## config.mk

```make
export PLATFORM = sky130hd
export DESIGN_NAME = lane_sum_accumulator_flat
export DESIGN_NICKNAME = d
export VERILOG_FILES = /design/src/rtl/lane_sum_accumulator_if.sv /design/src/rtl/lane_sum_accumulator.sv /design/src/flat_wrapper.sv
export SDC_FILE = /design/constraint.sdc
export NUM_CORES = 1
export LEC_CHECK = 0
export ABC_CLOCK_PERIOD_IN_PS = 4000
export BUFFER_PORTS_ARGS = -buffer_cell sky130_fd_sc_hd__buf_4
export CAP_MARGIN = 20
export CORE_MARGIN = 2
export CORE_UTILIZATION = 50
export CTS_BUF_LIST = sky130_fd_sc_hd__clkbuf_8 sky130_fd_sc_hd__clkbuf_16
export DETAILED_ROUTE_END_ITERATION = 8
export GPL_ROUTABILITY_DRIVEN = 0
export PLACE_DENSITY_LB_ADDON = 0.1
export SYNTH_ARGS = -nofsm -noshare
export SYNTH_HDL_FRONTEND = slang
export SYNTH_SLANG_ARGS = --single-unit
```

## constraint.sdc

```tcl
create_clock -name clk -period 4 [get_ports clk]
set_clock_uncertainty 0.05 [all_clocks]
set_input_delay 1 -clock clk [delete_from_list [all_inputs] [get_ports clk]]
set_output_delay 1 -clock clk [all_outputs]
set_load 0.01 [all_outputs]
```

## src/rtl/lane_sum_accumulator_if.sv

```systemverilog
// Eight-lane sample stream into the frame accumulator, plus its frame result outputs.
// The master drives the lanes; the slave (the accumulator) returns sum, avg, sum_valid and busy.
interface lane_sum_accumulator_if;
    logic        in_valid;
    logic [7:0]  in0;
    logic [7:0]  in1;
    logic [7:0]  in2;
    logic [7:0]  in3;
    logic [7:0]  in4;
    logic [7:0]  in5;
    logic [7:0]  in6;
    logic [7:0]  in7;
    logic [31:0] sum;
    logic [31:0] avg;
    logic        sum_valid;
    logic        busy;

    modport master (
        output in_valid, in0, in1, in2, in3, in4, in5, in6, in7,
        input  sum, avg, sum_valid, busy
    );

    modport slave (
        input  in_valid, in0, in1, in2, in3, in4, in5, in6, in7,
        output sum, avg, sum_valid, busy
    );
endinterface

```

## src/rtl/lane_sum_accumulator.sv

```systemverilog
// Sums eight 8-bit lanes per valid beat through a 3-stage adder tree and accumulates
// BEATS valid beats into a frame total, emitting the total and rounded mean per frame.
module lane_sum_accumulator #(
    parameter int BEATS     = 32,
    parameter int AVG_SHIFT = 8
) (
    input logic                   clk,
    input logic                   rst,
    lane_sum_accumulator_if.slave bus
);
    localparam int CW = $clog2(BEATS);
    localparam logic [CW-1:0] LAST = CW'(BEATS - 1);
    localparam logic [32:0] HALF = 33'(1) << (AVG_SHIFT - 1);

    logic [8:0]    pair0, pair1, pair2, pair3;
    logic [9:0]    quad0, quad1;
    logic [10:0]   beat_total;
    logic          v1, v2, v3;
    logic [31:0]   acc;
    logic [CW-1:0] count;
    logic [31:0]   sum_r;
    logic [31:0]   avg_r;
    logic          sum_valid_r;
    logic [31:0]   acc_next;
    logic [32:0]   avg_full;

    // Tree data carries no reset; only the valid bits decide what gets accumulated.
    always_ff @(posedge clk) begin
        pair0      <= 9'(bus.in0) + 9'(bus.in1);
        pair1      <= 9'(bus.in2) + 9'(bus.in3);
        pair2      <= 9'(bus.in4) + 9'(bus.in5);
        pair3      <= 9'(bus.in6) + 9'(bus.in7);
        quad0      <= 10'(pair0) + 10'(pair1);
        quad1      <= 10'(pair2) + 10'(pair3);
        beat_total <= 11'(quad0) + 11'(quad1);
    end

    always_comb begin
        acc_next = acc + 32'(beat_total);
        avg_full = ({1'b0, acc_next} + HALF) >> AVG_SHIFT;
    end

    always_ff @(posedge clk) begin
        if (rst) begin
            v1          <= 1'b0;
            v2          <= 1'b0;
            v3          <= 1'b0;
            acc         <= '0;
            count       <= '0;
            sum_r       <= '0;
            avg_r       <= '0;
            sum_valid_r <= 1'b0;
        end else begin
            v1          <= bus.in_valid;
            v2          <= v1;
            v3          <= v2;
            sum_valid_r <= 1'b0;
            if (v3) begin
                if (count == LAST) begin
                    // Frame end: publish and restart on the same edge so the next beat is not lost.
                    sum_r       <= acc_next;
                    avg_r       <= avg_full[31:0];
                    sum_valid_r <= 1'b1;
                    acc         <= '0;
                    count       <= '0;
                end else begin
                    acc   <= acc_next;
                    count <= count + CW'(1);
                end
            end
        end
    end

    assign bus.sum       = sum_r;
    assign bus.avg       = avg_r;
    assign bus.sum_valid = sum_valid_r;
    assign bus.busy      = v1 | v2 | v3 | (count != '0);
endmodule

```

## src/flat_wrapper.sv

```systemverilog
// flat-port wrapper written by rule: the top's interface ports become plain ports
module lane_sum_accumulator_flat 
#(
    parameter int BEATS     = 32,
    parameter int AVG_SHIFT = 8
)
  (clk, rst, bus_in_valid, bus_in0, bus_in1, bus_in2, bus_in3, bus_in4, bus_in5, bus_in6, bus_in7, bus_sum, bus_avg, bus_sum_valid, bus_busy);
  lane_sum_accumulator_if bus_i ();
  input logic clk;
  input logic rst;
  input wire logic [$bits(bus_i.in_valid)-1:0] bus_in_valid;
  input wire logic [$bits(bus_i.in0)-1:0] bus_in0;
  input wire logic [$bits(bus_i.in1)-1:0] bus_in1;
  input wire logic [$bits(bus_i.in2)-1:0] bus_in2;
  input wire logic [$bits(bus_i.in3)-1:0] bus_in3;
  input wire logic [$bits(bus_i.in4)-1:0] bus_in4;
  input wire logic [$bits(bus_i.in5)-1:0] bus_in5;
  input wire logic [$bits(bus_i.in6)-1:0] bus_in6;
  input wire logic [$bits(bus_i.in7)-1:0] bus_in7;
  output wire logic [$bits(bus_i.sum)-1:0] bus_sum;
  output wire logic [$bits(bus_i.avg)-1:0] bus_avg;
  output wire logic [$bits(bus_i.sum_valid)-1:0] bus_sum_valid;
  output wire logic [$bits(bus_i.busy)-1:0] bus_busy;
  assign bus_i.in_valid = bus_in_valid;
  assign bus_i.in0 = bus_in0;
  assign bus_i.in1 = bus_in1;
  assign bus_i.in2 = bus_in2;
  assign bus_i.in3 = bus_in3;
  assign bus_i.in4 = bus_in4;
  assign bus_i.in5 = bus_in5;
  assign bus_i.in6 = bus_in6;
  assign bus_i.in7 = bus_in7;
  assign bus_sum = bus_i.sum;
  assign bus_avg = bus_i.avg;
  assign bus_sum_valid = bus_i.sum_valid;
  assign bus_busy = bus_i.busy;
  lane_sum_accumulator #(.BEATS(BEATS), .AVG_SHIFT(AVG_SHIFT)) u_core (.clk(clk), .rst(rst), .bus(bus_i));
endmodule
```

* Word level (Yosys, flattened, before mapping) *
Cells that the tools add are included.

storage, ports and cells
  output and inout bits = 66
  input bits = 67
  bits in registers = 165

operators by class
  bitwise logic cells = 4
  muxes and demuxes = 3
  $add $sub $neg = 10
  reduce and logical (&&, ||, !) cells = 3
  equal/unequal tests = 1

operators by type and width
  cell                                                             count
  8-bit by 8-bit adder with 9-bit output                           4
  32-bit by 8-bit adder with 33-bit output, second input constant  1
  32-bit by 11-bit adder with 32-bit output                        1
  32-bit two-way mux                                               1
  9-bit by 9-bit adder with 10-bit output                          2
  10-bit by 10-bit adder with 11-bit output                        1
  5-bit by 1-bit adder with 5-bit output, second input constant    1
  5-bit == test, second input constant                             1
  5-bit two-way mux                                                1
  5-bit nonzero test                                               1
  1-bit bitwise OR                                                 3
  2-bit AND reduction                                              1
  2-bit OR reduction                                               1
  1-bit two-way mux                                                1
  1-bit inverter                                                   1

* Depth between registers and ports, before layout *
  word-level depth = 3
  gate-level depth with buffers = 13

* Worst setup path after synthesis *
OpenSTA, ideal clock, no wires.

  path type = flip-flop to flip-flop
  start point = register u_core.acc[0]
  end point = register u_core.avg_r[23], in the netlist u_core.bus.avg[23]
  cell stages (with the launch flop) = 14
  library setup time = 79 ps
  data arrival time = 3195 ps
  path buffers = 1
  path slack = 676 ps
  cells stage by stage = dfxtp_1 > ha_1 > fa_1 > a211oi_1 > o21ai_1 > a21oi_1 > xnor2_1 > ha_1 > nand3_1 > or2_0 > buf_2 > nor4b_4 > or4b_1 > o211ai_1

on the way
  word-level cells in the longest chain between the ends = 2

RTL lines
  what                                       RTL line                    source
  from (decl)                                lane_sum_accumulator.sv:19  logic [31:0] acc;
  from (signal assigned)                     lane_sum_accumulator.sv:67  acc <= acc_next;
  32-bit by 11-bit adder with 32-bit output  lane_sum_accumulator.sv:39  acc_next = acc + 32'(beat_total);
  net u_core.acc_next[8]                     lane_sum_accumulator.sv:24  logic [31:0] acc_next;
  32-bit by 8-bit adder with 33-bit output   lane_sum_accumulator.sv:40  avg_full = ({1'b0, acc_next} + HALF) >> AVG_SHIFT;
  to (signal assigned)                       lane_sum_accumulator.sv:62  avg_r <= avg_full[31:0];
  to (decl)                                  lane_sum_accumulator.sv:22  logic [31:0] avg_r;

The timed path passes the listed nets, and every way through them passes these cells.
A chain may end at the register's enable or synchronous reset.

* Final worst setup path *
Ends and elaborated chain as after synthesis.

==> flow_summary.toml <==
[status]
outcome = "complete, no violations"

[floorplanning]
dieArea_mm2 = 0.0185
die_w_um = 136
die_h_um = 136
core-area_mm2 = 0.0172
io_pins = 133
start_util_pct = 50.8
num_rows = 48

[finish]
multiInputGateArea_mm2 = 0.00501
n_fill_cell = 1538
stdcell_count = 1331
syn_to_final_growth_pct = 20.7
nets = 1243
drive_gt1_share_pct = 18.2
regArea_mm2 = 0.00330
diodes = 0

[clocking]
post-cts-setup-buffers = 0
htree_levels = 4
cts_tree = "yes"
clkSinkCount = 165
hold_buffers = 0
cts_root_buffer = "clkbuf_16"
clk_pin_slew_ps = 70
clockBufferDepth = 2
numCtsBuffers = 17
cts_resized = 0
clk_latency_ps = 430

[timing]
fmax_mhz = 271
drv_slew = 0
hold_violations = 0
rsz0062_at_grt = "no"
finalSetupViolCount = 0
finalSetupTns_ps = 0
relSlewSlack_pct = 45.4
worst_slew_pin_slew_ps = 813
post-route-min-period_ps = 3690
period_share_pct = 92.1

[worst_setup_path]
critPathTopFamily = "simple AND/OR/NAND/NOR gates"
cp_num_buf_inv = 0
critical-path-slowest-cell = "or4b_1"
arrival_ps = 4000
cp.required_ps = 4310
startpoint_type = "flop"
slowest_delay_ps = 460
crit_chain = "ha_1 > fa_1 > a211oi_1 > o21ai_1 > a21oi_1 > xnor2_1 > ha_1 > nand3_1 > or2_0 > nor4b_4 > or4b_1 > o211ai_1"
crit_path_frequent_cell = "ha_1"
end_kind = "flop"
cp_max_fo = 5
worstSetupPathType = "flop to flop"

[global_route]
grt_usage_pct = 20.8
met1_usage_pct = 25.4
grt_max_degree = 54
grt_pass1_vias = 6717
busiest_layer = "met2"
grt_antenna_before_repair = 0
use_met2_pct = 36.2
grt_pass1_wl_um = 30700
grt_util_met3_pct = 4.29
gr-total-overflow = 0

[job]
drv_cap = 0

[power]
powerDensity_mw_per_mm2 = 493
ir_drop_mv = 0.326
power_leakage_nw = 4.56

[placement]
dp.cells = 1299
hpwl_um = 14000
portBuffers = 125

[synth]
yosys.area.top_type = "dfxtp_1"
yosys_warnings = 0
yosysUniqueCellTypes = 75
ys_ff_latch = 165
ys_top_cells_by_area = "dfxtp_1 (38%), ha_1 (11%), xnor2_1 (5.6%)"
synth-main-ff-cell = "dfxtp_1"
ys_seq_area_share_pct = 37.8
synthCells = 969
synth_enable_flop_cells = 0
yosysTopAreaCellShare_pct = 37.8
synth_area_mm2 = 0.00873
async_flop_share_pct = 0
avgSynthCellArea_um2 = 9.01

[drt]
drc_errors = 0
via_per_inst = 5.35
drtIter0Drc = 330
ant_nets = 0
vias = 7116
wl_per_cell_um = 13.9
routed_wl_um = 18600
first_pass_iters = 5

[hold_path]
min_path_type = "flop to flop"
[registers in the layout, indices dropped and copies added, names as in the netlist, 9 cells and up]
signal,count
u_core.pair1,9
u_core.pair3,9
u_core.beat_total,11
u_core.acc,32
u_core.quad1,10
u_core.pair0,9
u_core.quad0,10
u_core.pair2,9
u_core.bus.sum,32
u_core.bus.avg,25
[logic make-up after synthesis]
family | synth area share [%]
buf+inv | 5.07
fa+ha+maj | 12.6
other cells | 0.0430
mux | 0.344
flops | 37.8
xor+xnor | 8.71
compound gates | 19.5
simple gates | 15.9
[path summary, 6_finish.rpt]
check | from | to | slack [ps] | cells after the start
worst max-delay path | u_core.acc[0] | u_core.bus.avg[23] | 310 | 12
worst min-delay path | u_core.pair0[0] | u_core.quad0[0] | 390 | 1
worst max register to register | u_core.acc[0] | u_core.bus.avg[23] | 310 | 12
worst min register to register | u_core.pair0[0] | u_core.quad0[0] | 390 | 1
[layout make-up]
type	count	area share (%)
multi-input combinational	704	47.6
sequential	165	31.3
timing repair buffer	143	10.3
clock buffer	19	4.30
tap	225	2.67
inverter	62	2.21
clock inverter	13	1.61
[layout by cell type, fill, tap and decap left out, drive strengths merged, types with 6 or more instances in the layout]
cell and instances:
a211oi 23, a21o 24, a21oi 81, a22oi 15, and2 9, and3 10
buf 143, clkbuf 19, conb 7, dfxtp 165, fa 8, ha 75
inv 68, nand2 74, nand3 17, nand4 15, nor2 86, nor2b 9
nor3 21, o21ai 41, o21bai 21, or3 6, xnor2 57, xor2 29
[metal layers]
metal | vias up | share of wire (%) | routed length [um]
met5 | - | 0 | 0
met4 | 0 | 1.9 | 345
met3 | 25 | 5.3 | 985
met2 | 208 | 48 | 8930
met1 | 3253 | 45 | 8300
li1 | 3630 | - | -
[stage by stage]
stage	power (mW)	hold WS [ps]	setup WS (ps)	cell area, um2	utilization [%]
6_report	5.19	387	314	10500	61.4
5_1_grt	5.52	409	78.0	10500	61.4
4_1_cts	5.25	398	323	10500	61.4
3_5_place_dp	3.52	381	335	9920	57.7
3_3_place_gp	3.48	382	393	9920	57.7
2_1_floorplan	3.14	370	676	8750	-
[synthesized netlist by cell type (all sizes together), types with 17 or more instances]
library cell  number
nand3             17
a21o              24
inv               62
o21ai             41
a21oi             81
nor3              21
nor2              86
a211oi            23
dfxtp            165
o21bai            21
xnor2             57
buf               19
xor2              29
clkbuf            25
ha                75
nand2             74
[where the power goes]
part	internal [mW]	total, mW	switching, mW
Combinational	0.675	1.49	0.815
Clock	1.02	1.72	0.692
Sequential	1.89	1.99	0.0952
Total	3.59	5.19	1.60
[worst reg2reg max path, delay by kind of cell, from the launching register on]
family	cells	cell delay (ps)
simple gates	4	1240
fa+ha+maj	3	960
compound gates	4	810
flops	1	310
xor+xnor	1	260
Power figures use the tool's default switching activity.
